<file path="config.mk">
export PLATFORM = sky130hd
export DESIGN_NAME = hc_request_arbiter_flat
export DESIGN_NICKNAME = d
export VERILOG_FILES = /design/src/rtl/hc_request_arbiter_pkg.sv /design/src/rtl/hc_request_arbiter_if.sv /design/src/rtl/hc_request_arbiter_outstanding_counter.sv /design/src/rtl/hc_request_arbiter.sv /design/src/flat_wrapper.sv
export SDC_FILE = /design/constraint.sdc
export NUM_CORES = 1
export LEC_CHECK = 0
export BUFFER_PORTS_ARGS = -buffer_cell sky130_fd_sc_hd__buf_2
export CAP_MARGIN = 20
export CORE_ASPECT_RATIO = 1.75
export CORE_MARGIN = 4
export CORE_UTILIZATION = 35
export CTS_CLUSTER_DIAMETER = 60
export DETAILED_ROUTE_END_ITERATION = 12
export GPL_TIMING_DRIVEN = 1
export PLACE_DENSITY = 0.64
export SETUP_SLACK_MARGIN = 0.02
export SLEW_MARGIN = 25
export SYNTH_ARGS = -nofsm -noshare
export SYNTH_HDL_FRONTEND = slang
export SYNTH_SLANG_ARGS = --single-unit
</file>
<file path="constraint.sdc">
create_clock -name clk -period 3.9 [get_ports clk]
set_clock_uncertainty 0.15 [all_clocks]
set_input_delay 0.585 -clock clk [delete_from_list [all_inputs] [get_ports clk]]
set_output_delay 0.585 -clock clk [all_outputs]
set_load 0.005 [all_outputs]
</file>
<file path="src/rtl/hc_request_arbiter_pkg.sv">
// Shared request types for the HardCloud CCI-P request arbiter, plus the
// round-robin pick helper.
package hc_request_arbiter_pkg;

    localparam int HC_BUFFER_SIZE   = 2;
    localparam int HC_REQUEST_DEPTH = 8;

    typedef enum logic [1:0] {
        e_REQUEST_IDLE        = 2'd0,
        e_REQUEST_READ        = 2'd1,
        e_REQUEST_WRITE       = 2'd2,
        e_REQUEST_READ_STREAM = 2'd3
    } t_request_cmd;

    typedef logic [3:0]  t_request_cmd_id;
    typedef logic [15:0] t_request_offset;
    typedef logic [15:0] t_request_size;

    typedef struct packed {
        t_request_cmd    cmd;
        t_request_cmd_id id;
        t_request_offset offset;
    } t_request_control;

    typedef logic [$clog2(HC_REQUEST_DEPTH):0] t_request_count;

    typedef struct packed {
        logic           empty;
        logic           full;
        t_request_count count;
    } t_request_status;

    typedef logic [$clog2(HC_BUFFER_SIZE)-1:0] t_arb_ptr;

    // First set bit of valid at or after ptr, wrapping at n (n <= HC_BUFFER_SIZE).
    function automatic logic [HC_BUFFER_SIZE-1:0] hc_rr_pick(
        input logic [HC_BUFFER_SIZE-1:0] valid,
        input t_arb_ptr                  ptr,
        input int                        n
    );
        logic [HC_BUFFER_SIZE-1:0] onehot;
        logic                      found;
        int                        idx;
        t_arb_ptr                  sel;
        onehot = '0;
        found  = 1'b0;
        for (int k = 0; k < HC_BUFFER_SIZE; k++) begin
            idx = int'(ptr) + k;
            if (idx >= n) begin
                idx = idx - n;
            end
            sel = t_arb_ptr'(idx);
            if (k < n && !found && valid[sel]) begin
                onehot[sel] = 1'b1;
                found       = 1'b1;
            end
        end
        return onehot;
    endfunction

endpackage

</file>
<file path="src/rtl/hc_request_arbiter_if.sv">
// Request/grant/response bundle between the buffer requesters, the arbiter
// and the CCI-P requestor FSMs.
interface hc_request_arbiter_if
    import hc_request_arbiter_pkg::*;
#(
    parameter int NUM_PORTS = HC_BUFFER_SIZE
);

    logic                                enable;
    logic             [NUM_PORTS-1:0]    req_valid;
    t_request_control [NUM_PORTS-1:0]    req_control;
    logic             [NUM_PORTS-1:0]    req_ready;
    logic                                tx_almfull;
    logic                                grant_valid;
    t_request_control                    grant_control;
    logic                                rd_rsp_valid;
    t_request_cmd_id                     rd_rsp_id;
    logic                                wr_rsp_valid;
    t_request_cmd_id                     wr_rsp_id;
    t_request_status  [NUM_PORTS-1:0]    status;
    logic                                idle;
    logic                                err;

    modport master (
        output enable, req_valid, req_control, tx_almfull,
               rd_rsp_valid, rd_rsp_id, wr_rsp_valid, wr_rsp_id,
        input  req_ready, grant_valid, grant_control, status, idle, err
    );

    modport slave (
        input  enable, req_valid, req_control, tx_almfull,
               rd_rsp_valid, rd_rsp_id, wr_rsp_valid, wr_rsp_id,
        output req_ready, grant_valid, grant_control, status, idle, err
    );

endinterface

</file>
<file path="src/rtl/hc_request_arbiter_outstanding_counter.sv">
// Per-port outstanding-request counter: +1 per accepted request, -1 per
// completion, saturating at zero with a sticky underflow flag.
module hc_outstanding_counter
    import hc_request_arbiter_pkg::*;
#(
    parameter int DEPTH = HC_REQUEST_DEPTH
) (
    input  logic            clk,
    input  logic            reset_n,
    input  logic            inc,
    input  logic            dec_rd,
    input  logic            dec_wr,
    output t_request_status status,
    output logic            underflow_err
);

    localparam int CW = $bits(t_request_count);

    t_request_count count_q;
    t_request_count count_d;
    logic [CW:0]    up;
    logic [CW:0]    dn;
    logic           underflow;
    logic           err_q;

    // The arbiter never accepts at DEPTH, so only the low side needs clamping.
    always_comb begin
        up        = {1'b0, count_q} + {{CW{1'b0}}, inc};
        dn        = {{CW{1'b0}}, dec_rd} + {{CW{1'b0}}, dec_wr};
        underflow = (dn > up);
        count_d   = underflow ? '0 : t_request_count'(up - dn);
    end

    always_ff @(posedge clk or negedge reset_n) begin
        if (!reset_n) begin
            count_q <= '0;
            err_q   <= 1'b0;
        end else begin
            count_q <= count_d;
            err_q   <= err_q | underflow;
        end
    end

    assign status.empty  = (count_q == '0);
    assign status.full   = (count_q == t_request_count'(DEPTH));
    assign status.count  = count_q;
    assign underflow_err = err_q;

endmodule

</file>
<file path="src/rtl/hc_request_arbiter.sv">
// Round-robin arbiter sharing the CCI-P request path between the HardCloud
// buffer requesters, with per-port outstanding-request tracking.
module hc_request_arbiter
    import hc_request_arbiter_pkg::*;
#(
    parameter int NUM_PORTS = HC_BUFFER_SIZE,
    parameter int DEPTH     = HC_REQUEST_DEPTH
) (
    input logic                 clk,
    input logic                 reset_n,
    hc_request_arbiter_if.slave bus
);

    logic            [NUM_PORTS-1:0]      eligible;
    logic            [NUM_PORTS-1:0]      pick;
    logic            [NUM_PORTS-1:0]      rd_hit;
    logic            [NUM_PORTS-1:0]      wr_hit;
    logic            [NUM_PORTS-1:0]      cnt_err;
    logic            [NUM_PORTS-1:0]      port_empty;
    logic            [HC_BUFFER_SIZE-1:0] pick_full;
    t_request_status [NUM_PORTS-1:0]      st;

    t_arb_ptr         rr_ptr;
    t_arb_ptr         win_idx;
    logic             win_any;
    t_request_control win_control;
    logic             bad_id;

    logic             grant_valid_q;
    t_request_control grant_control_q;
    logic             bad_id_err_q;

    for (genvar i = 0; i < NUM_PORTS; i++) begin : g_port
        assign eligible[i] = bus.req_valid[i]
                           && (bus.req_control[i].cmd != e_REQUEST_IDLE)
                           && (st[i].count < t_request_count'(DEPTH))
                           && bus.enable
                           && !bus.tx_almfull;

        assign rd_hit[i] = bus.rd_rsp_valid && (bus.rd_rsp_id == t_request_cmd_id'(i));
        assign wr_hit[i] = bus.wr_rsp_valid && (bus.wr_rsp_id == t_request_cmd_id'(i));

        // Counts from the acceptance cycle, not the registered grant cycle.
        hc_outstanding_counter #(
            .DEPTH (DEPTH)
        ) u_cnt (
            .clk           (clk),
            .reset_n       (reset_n),
            .inc           (pick[i]),
            .dec_rd        (rd_hit[i]),
            .dec_wr        (wr_hit[i]),
            .status        (st[i]),
            .underflow_err (cnt_err[i])
        );

        assign port_empty[i] = st[i].empty;
    end

    assign pick_full = hc_rr_pick(HC_BUFFER_SIZE'(eligible), rr_ptr, NUM_PORTS);
    assign pick      = pick_full[NUM_PORTS-1:0];

    always_comb begin
        win_any = |pick;
        win_idx = '0;
        for (int i = 0; i < NUM_PORTS; i++) begin
            if (pick[i]) begin
                win_idx = t_arb_ptr'(i);
            end
        end
        win_control    = bus.req_control[win_idx];
        win_control.id = t_request_cmd_id'(win_idx);
    end

    // Completions tagged with a port that does not exist are dropped.
    assign bad_id = (bus.rd_rsp_valid && (bus.rd_rsp_id >= t_request_cmd_id'(NUM_PORTS)))
                 || (bus.wr_rsp_valid && (bus.wr_rsp_id >= t_request_cmd_id'(NUM_PORTS)));

    always_ff @(posedge clk or negedge reset_n) begin
        if (!reset_n) begin
            grant_valid_q   <= 1'b0;
            grant_control_q <= '0;
            rr_ptr          <= '0;
            bad_id_err_q    <= 1'b0;
        end else begin
            grant_valid_q <= win_any;
            if (win_any) begin
                grant_control_q <= win_control;
                rr_ptr          <= (win_idx == t_arb_ptr'(NUM_PORTS - 1)) ? '0 : win_idx + 1'b1;
            end
            bad_id_err_q <= bad_id_err_q | bad_id;
        end
    end

    assign bus.req_ready     = reset_n ? pick : '0;
    assign bus.grant_valid   = grant_valid_q;
    assign bus.grant_control = grant_control_q;
    assign bus.status        = st;
    assign bus.idle          = !bus.enable && (&port_empty);
    assign bus.err           = bad_id_err_q || (|cnt_err);

endmodule

</file>
<file path="src/flat_wrapper.sv">
// flat-port wrapper written by rule: the top's interface ports become plain ports
module hc_request_arbiter_flat import hc_request_arbiter_pkg::*;
#(
    parameter int NUM_PORTS = HC_BUFFER_SIZE,
    parameter int DEPTH     = HC_REQUEST_DEPTH
)
  (clk, reset_n, bus_enable, bus_req_valid, bus_req_control, bus_tx_almfull, bus_rd_rsp_valid, bus_rd_rsp_id, bus_wr_rsp_valid, bus_wr_rsp_id, bus_req_ready, bus_grant_valid, bus_grant_control, bus_status, bus_idle, bus_err);
  hc_request_arbiter_if #(.NUM_PORTS(NUM_PORTS)) bus_i ();
  input logic clk;
  input logic reset_n;
  input wire logic [$bits(bus_i.enable)-1:0] bus_enable;
  input wire logic [$bits(bus_i.req_valid)-1:0] bus_req_valid;
  input wire logic [$bits(bus_i.req_control)-1:0] bus_req_control;
  input wire logic [$bits(bus_i.tx_almfull)-1:0] bus_tx_almfull;
  input wire logic [$bits(bus_i.rd_rsp_valid)-1:0] bus_rd_rsp_valid;
  input wire logic [$bits(bus_i.rd_rsp_id)-1:0] bus_rd_rsp_id;
  input wire logic [$bits(bus_i.wr_rsp_valid)-1:0] bus_wr_rsp_valid;
  input wire logic [$bits(bus_i.wr_rsp_id)-1:0] bus_wr_rsp_id;
  output wire logic [$bits(bus_i.req_ready)-1:0] bus_req_ready;
  output wire logic [$bits(bus_i.grant_valid)-1:0] bus_grant_valid;
  output wire logic [$bits(bus_i.grant_control)-1:0] bus_grant_control;
  output wire logic [$bits(bus_i.status)-1:0] bus_status;
  output wire logic [$bits(bus_i.idle)-1:0] bus_idle;
  output wire logic [$bits(bus_i.err)-1:0] bus_err;
  assign bus_i.enable = bus_enable;
  assign bus_i.req_valid = bus_req_valid;
  assign bus_i.req_control = bus_req_control;
  assign bus_i.tx_almfull = bus_tx_almfull;
  assign bus_i.rd_rsp_valid = bus_rd_rsp_valid;
  assign bus_i.rd_rsp_id = bus_rd_rsp_id;
  assign bus_i.wr_rsp_valid = bus_wr_rsp_valid;
  assign bus_i.wr_rsp_id = bus_wr_rsp_id;
  assign bus_req_ready = bus_i.req_ready;
  assign bus_grant_valid = bus_i.grant_valid;
  assign bus_grant_control = bus_i.grant_control;
  assign bus_status = bus_i.status;
  assign bus_idle = bus_i.idle;
  assign bus_err = bus_i.err;
  hc_request_arbiter #(.NUM_PORTS(NUM_PORTS), .DEPTH(DEPTH)) u_core (.clk(clk), .reset_n(reset_n), .bus(bus_i));
endmodule
</file>
==> results of run 1 <==
-- placed cells by master (no fill, tap or decap), drive strengths merged, types with 4 or more instances in the layout --
master / instances
or2b: 5
nand2: 11
o221a: 18
buf: 90
dfrtp: 32
o21ai: 6
nor2: 9
ha: 14
nand2b: 14
nor3: 4
nor2b: 7
clkbuf: 8
inv: 17
-- metrics by stage --
stage                     total power (W)  util, %
after floorplan                   0.00100        -
after global placement            0.00127     45.6
after detailed placement          0.00128     45.6
after CTS                         0.00155     47.2
after global routing              0.00167     47.2
final                             0.00152     47.2
-- per-layer routing --
metal,wire length (um),up-vias
met2,2550,57
li1,-,843
met5,0,-
met3,296,4
met1,1870,808
met4,69,0
-- sequential cells by signal, summed over array words and instances (netlist names) --
name                               cells
u_core.bad_id_err_q                    1
u_core.bus.grant_control              19
u_core.bus.grant_valid                 1
u_core.g_port.u_cnt.count_q            8
u_core.g_port.u_cnt.underflow_err      2
u_core.rr_ptr                          1
-- how the worst max path moves through the flow --
stage / startpoint / end / cells past startpoint
4_1_cts: u_core.g_port[0].u_cnt.count_q[3]$_DFF_PN0_ / u_core.g_port[1].u_cnt.count_q[0]$_DFF_PN0_ / 12
3_3_place_gp: bus_req_control[43] / u_core.g_port[1].u_cnt.count_q[2]$_DFF_PN0_ / 13
5_1_grt: u_core.g_port[0].u_cnt.count_q[3]$_DFF_PN0_ / u_core.g_port[1].u_cnt.count_q[0]$_DFF_PN0_ / 12
6_report: u_core.g_port[0].u_cnt.count_q[3]$_DFF_PN0_ / u_core.g_port[1].u_cnt.count_q[0]$_DFF_PN0_ / 12
2_1_floorplan: bus_req_control[43] / u_core.g_port[1].u_cnt.count_q[3]$_DFF_PN0_ / 13
3_5_place_dp: bus_req_control[43] / u_core.g_port[1].u_cnt.count_q[0]$_DFF_PN0_ / 13
-- where the power goes --
part	switching (W)	internal (W)	leakage (nW)	total, W
clock	0.000114	0.000144	0.0455	0.000258
sequential	0.000109	0.000479	0.358	0.000588
combinational	0.000308	0.000370	0.846	0.000678
-- cell type report --
| type | instances | share of cell area [%] |
|---|---|---|
| inverter | 17 | 2.51 |
| timing repair buffer | 90 | 18.0 |
| clock buffer | 8 | 3.54 |
| multi-input combinational | 132 | 40.8 |
| tap | 74 | 3.64 |
| sequential | 32 | 31.5 |
-- logic make-up (layout without fill, tap and decap cells) --
family                     Yosys count  after routing  share of synthesized area, %
adders and majority gates           16             16                          10.9
muxes                                1              1                         0.508
xor gates and xnor gates             2              2                         0.889
other                                1              3                         0.190
AOI/OAI and AO/OA                   41             41                          19.0
DFF                                 32             32                          40.6
buffers and inverters               25            115                          7.05
and+or+nand+nor                     69             69                          20.8
-- worst max-delay path, stage by stage, from the launching register on --
cell and delay (ns):
dfrtp_1 0.45, and4bb_4 0.40, nand2_1 0.07, o21ai_2 0.13, inv_1 0.06, ha_1 0.24
ha_1 0.37, inv_1 0.06, ha_1 0.31, nor2b_1 0.15, o211ai_1 0.26, o21bai_1 0.20
nor2b_1 0.16
==> impl_metrics.yaml, run 1 <==
timing:
  period_needed_ns: 3.08
  finalSetupTns_ns: 0
  finalWorstSetupSlack_ns: 0.817
  worst_slew_pin_slew_ns: 0.530
  timing.slew.headroom_pct: 64.7
  setup_repair_after_global_routing_missed_its_margin: "false"
  slew_violations: 0
  number_of_hold_violations_in_the_final_report: 0
  post-route-period-util_pct: 79.0
  timing.fmax_ghz: 0.324
  setup_viol_count_final: 0
  fin_worst_hold_slack_ns: 0.174
yosys:
  ys_async_sr_fraction_pct: 100
  synth_ff_type: "dfrtp_1"
  syn-mean-instance-area_sq_um: 10.5
  synthDominantAreaCellType: "dfrtp_1"
  postSynthRegisterBits: 32
  mappedNetlistArea_sq_um: 1970
  ys_top_cells_by_count: "dfrtp_1 (32), o221a_1 (18), inv_1 (17)"
  synth.yosys.warnings: 0
  ys_types: 44
  synth.most_common_cell: "dfrtp_1"
  synth_top_area_share_pct: 40.6
  synthesis.instances: 187
  synth-edff-count: 0
  seq_area_frac_synth_pct: 40.6
  synth.area.top_cells: "dfrtp_1 (41%), o221a_1 (10%), ha_1 (8.9%)"
clocking:
  clock_tree.root_cell: "clkbuf_8"
  clkTransAtPathRegs_ns: 0.07
  max-clock-path-buffers: 2
  cts_resized: 0
  holdBufCountCts: 0
  worst_skew_pair.late_latency_ns: 0.27
  cts_tree: "done"
  total_cts_buffers: 5
  cts_setup_buffers: 0
  htree_levels: 2
  cts_sinks: 32
cells_and_area:
  area_of_combinational_cells_with_multiple_inputs_sq_um: 1040
  register_area_sq_um: 801
  n_antenna_cell: 0
  final-instance-count-excl-fill: 353
  final_cell_area_sq_um: 2540
  layout-drive-gt1-share_pct: 37.3
  area_growth_pct: 29.1
  layout.nets: 354
  fill_cells: 571
route:
  first_pass_iters: 4
  vias: 1712
  drt_drc_violations_left: 0
  detail-route-antenna-nets: 0
  post_drt_wl_per_cell_um: 13.6
  count_of_routing_violations_after_the_opening_detailed_route_iteration: 50
  finalWirelength_um: 4790
  vias_per_cell: 4.85
grt:
  grt_util_all_layers_pct: 14.8
  top_usage_layer: "met2"
  vias_in_the_first_global_route: 1752
  grtUsageMet3_pct: 2.40
  pin_count_of_the_biggest_net_entering_global_routing: 34
  globalRouteMet2Util_pct: 27.4
  number_of_antenna_violations_at_the_first_check_in_global_routing: 0
  grt_pass1_wl_um: 8090
  grt_use_met1_pct: 16.5
  grt.overflow.total: 0
placed_design:
  placed_cells_incl_taps: 345
  dpl_cell_area_sq_um: 2450
  hpwl_um: 3780
  port_buffers: 87
  gpl.final_weighted_congestion: 0.779
  place_ws_ns: 0.550
floorplanning:
  fp-row-count: 35
  die_boundary_width_um: 64.7
  core-area_sq_um: 5390
  floorplan.die_area_sq_um: 6940
  floorplan.io_pins: 99
  floorplan.initialDensity_pct: 36.6
  die-height_um: 107
worst_setup_path:
  worst_setup_path_end_kind: "flip-flop"
  critical_path.reg2reg.endpoint: "u_core.g_port[1].u_cnt.count_q[0]$_DFF_PN0_"
  reg2regPathDepth: 12
  worst-path-max-fanout: 6
  worst_ep_arrival_time_ns: 3.14
  worstReg2RegStart: "u_core.g_port[0].u_cnt.count_q[3]$_DFF_PN0_"
  cp-start-kind: "flip-flop"
  timing_worst_setup_path_type: "reg2reg"
  reg2reg_slack_ns: 0.82
  critPathRequiredTime_ns: 3.96
outcome:
  run_status: "complete, no violations"
job:
  max_cap_viol_count: 0
pwr:
  power.density_nw_per_um2: 599
  ir_worst_vdd_mv: 0.241
  leakage_nw: 1.25
hold_path:
  hold_class: "in2async"
Note: power is estimated with default switching activity, not from simulation.
==> run 2: changes to the inputs <==
clock period = 2.9 ns   (was 3.9 ns; I/O delays follow)
==> impl_metrics.yaml, run 2 (synthesized netlist as in run 1, its figures left out) <==
pwr:
  power.switching_fraction_pct: 34.3
  power.density_nw_per_um2: 822
  leakage_nw: 1.31
  power_frac_seq_pct: 35.2
  design_power_total_w: 0.00224
  pwr-share-comb_pct: 46.2
  ir_worst_vdd_mv: 0.251
  clock_power_share_pct: 18.6
  switching_power_w: 0.000770
  internal_power_w: 0.00147
clocking:
  clock_tree.root_cell: "clkbuf_8"
  holdBufCountCts: 0
  clkTransAtPathRegs_ns: 0.07
  cts_setup_buffers: 0
  htree_levels: 2
  cts_tree: "done"
  cts_sinks: 32
  worst_skew_pair.late_latency_ns: 0.28
  total_cts_buffers: 5
  max-clock-path-buffers: 2
  cts_resized: 0
timing:
  timing.slew.headroom_pct: 66.3
  timing.fmax_ghz: 0.369
  post-route-period-util_pct: 93.4
  fin_worst_hold_slack_ns: 0.0290
  finalWorstSetupSlack_ns: 0.191
  setup_repair_after_global_routing_missed_its_margin: "false"
  number_of_hold_violations_in_the_final_report: 0
  setup_viol_count_final: 0
  worst_slew_pin_slew_ns: 0.501
  slew_violations: 0
  period_needed_ns: 2.71
worst_setup_path:
  cp-start-kind: "flip-flop"
  worst-path-max-fanout: 3
  worst_setup_path_end_kind: "flip-flop"
  timing_worst_setup_path_type: "reg2reg"
  worst_ep_arrival_time_ns: 2.74
  critPathRequiredTime_ns: 2.93
cells_and_area:
  n_antenna_cell: 0
  most_common_cell_after_layout_fill_and_taps_aside: "buf_2"
  final_cell_area_sq_um: 2730
  layout.nets: 366
  register_area_sq_um: 801
  layout-drive-gt1-share_pct: 43.6
  max_reg_flops: 19
  layout_common_cells: "buf_2 (87), dfrtp_1 (32), o221a_1 (18), inv_1 (17), buf_4 (15)"
  area_of_combinational_cells_with_multiple_inputs_sq_um: 1120
  area_growth_pct: 38.5
  finalCoreUtilization_pct: 50.7
  fill_cells: 516
floorplanning:
  die_boundary_width_um: 64.7
  floorplan.die_area_sq_um: 6940
  floorplan.initialDensity_pct: 36.6
  core-area_sq_um: 5390
  floorplan.io_pins: 99
  die-height_um: 107
  fp-row-count: 35
grt:
  pin_count_of_the_biggest_net_entering_global_routing: 33
  vias_in_the_first_global_route: 1840
  grt.overflow.total: 0
  grt_util_all_layers_pct: 15.0
  grt_pass1_wl_um: 8250
  number_of_antenna_violations_at_the_first_check_in_global_routing: 0
route:
  vias: 1785
  finalWirelength_um: 4900
  drt_drc_violations_left: 0
  post_drt_wl_per_cell_um: 13.4
  count_of_routing_violations_after_the_opening_detailed_route_iteration: 52
  detail-route-antenna-nets: 0
  vias_per_cell: 4.89
  first_pass_iters: 4
placed_design:
  gpl.final_weighted_congestion: 0.787
  dpl_cell_area_sq_um: 2580
  hpwl_um: 3860
  port_buffers: 87
  place_ws_ns: -0.0640
job:
  max_cap_viol_count: 0
hold_path:
  hold_class: "in2async"
outcome:
  run_status: "complete, no violations"
-- run 2: metal layers --
layer | GRT usage (%) | up-vias | routed length (um)
met2 | 27.6 | 68 | 2590
li1 | - | 871 | -
met4 | 5.60 | 0 | 76
met1 | 16.6 | 839 | 1900
met5 | 0 | - | 0
met3 | 2.82 | 7 | 337
-- run 2: power by group through the flow --
stage / Clock, W / Sequential (W) / Combinational [W]
2_1_floorplan: 0 / 0.000806 / 0.000560
3_3_place_gp: 0 / 0.000793 / 0.00101
3_5_place_dp: 0 / 0.000794 / 0.00102
4_1_cts: 0.000429 / 0.000787 / 0.00103
5_1_grt: 0.000449 / 0.000827 / 0.00117
6_report: 0.000417 / 0.000791 / 0.00104
-- run 2: final timing paths --
path | from | endpoint | slack, ns | cells after the start
setup / recovery | u_core.g_port[0].u_cnt.count_q[3]$_DFF_PN0_ | u_core.g_port[1].u_cnt.count_q[2]$_DFF_PN0_ | 0.19 | 12
hold reg to reg | u_core.g_port[1].u_cnt.underflow_err$_DFF_PN0_ | u_core.g_port[1].u_cnt.underflow_err$_DFF_PN0_ | 0.32 | 1
hold / removal | reset_n | u_core.bus.grant_control[2]$_DFFE_PN0P_ | 0.03 | 2
setup reg to reg | u_core.g_port[0].u_cnt.count_q[3]$_DFF_PN0_ | u_core.g_port[1].u_cnt.count_q[2]$_DFF_PN0_ | 0.19 | 12
min in group clk | bus_wr_rsp_valid | u_core.bad_id_err_q$_DFF_PN0_ | 0.24 | 3
max in group asynchronous | reset_n | u_core.bus.grant_control[11]$_DFFE_PN0P_ | 2.27 | 2
-- run 2: final cells by class --
class	instances	share of cell area (%)
clock inverter	2	1.28
tap	74	3.39
inverter	17	2.34
clock buffer	6	2.66
multi-input combinational	132	40.9
timing repair buffer	102	20.1
sequential	32	29.3
-- run 2: metrics by stage --
| stage | TNS, ns | std cells |
|---|---|---|
| 2_1_floorplan | 0 | 189 |
| 3_3_place_gp | -0.0522 | 357 |
| 3_5_place_dp | -0.0859 | 357 |
| 4_1_cts | 0 | 365 |
| 5_1_grt | 0 | 365 |
| 6_report | 0 | 365 |
-- run 2: worst max-delay path: stages (launching register included) --
cell and delay, ns:
dfrtp_1 0.40, and4bb_4 0.32, nand2_1 0.07, o21ai_2 0.12, inv_1 0.08, ha_4 0.17
ha_4 0.26, inv_1 0.03, ha_1 0.30, nor2b_1 0.14, o211ai_1 0.23, a21oi_1 0.07
o311ai_1 0.26
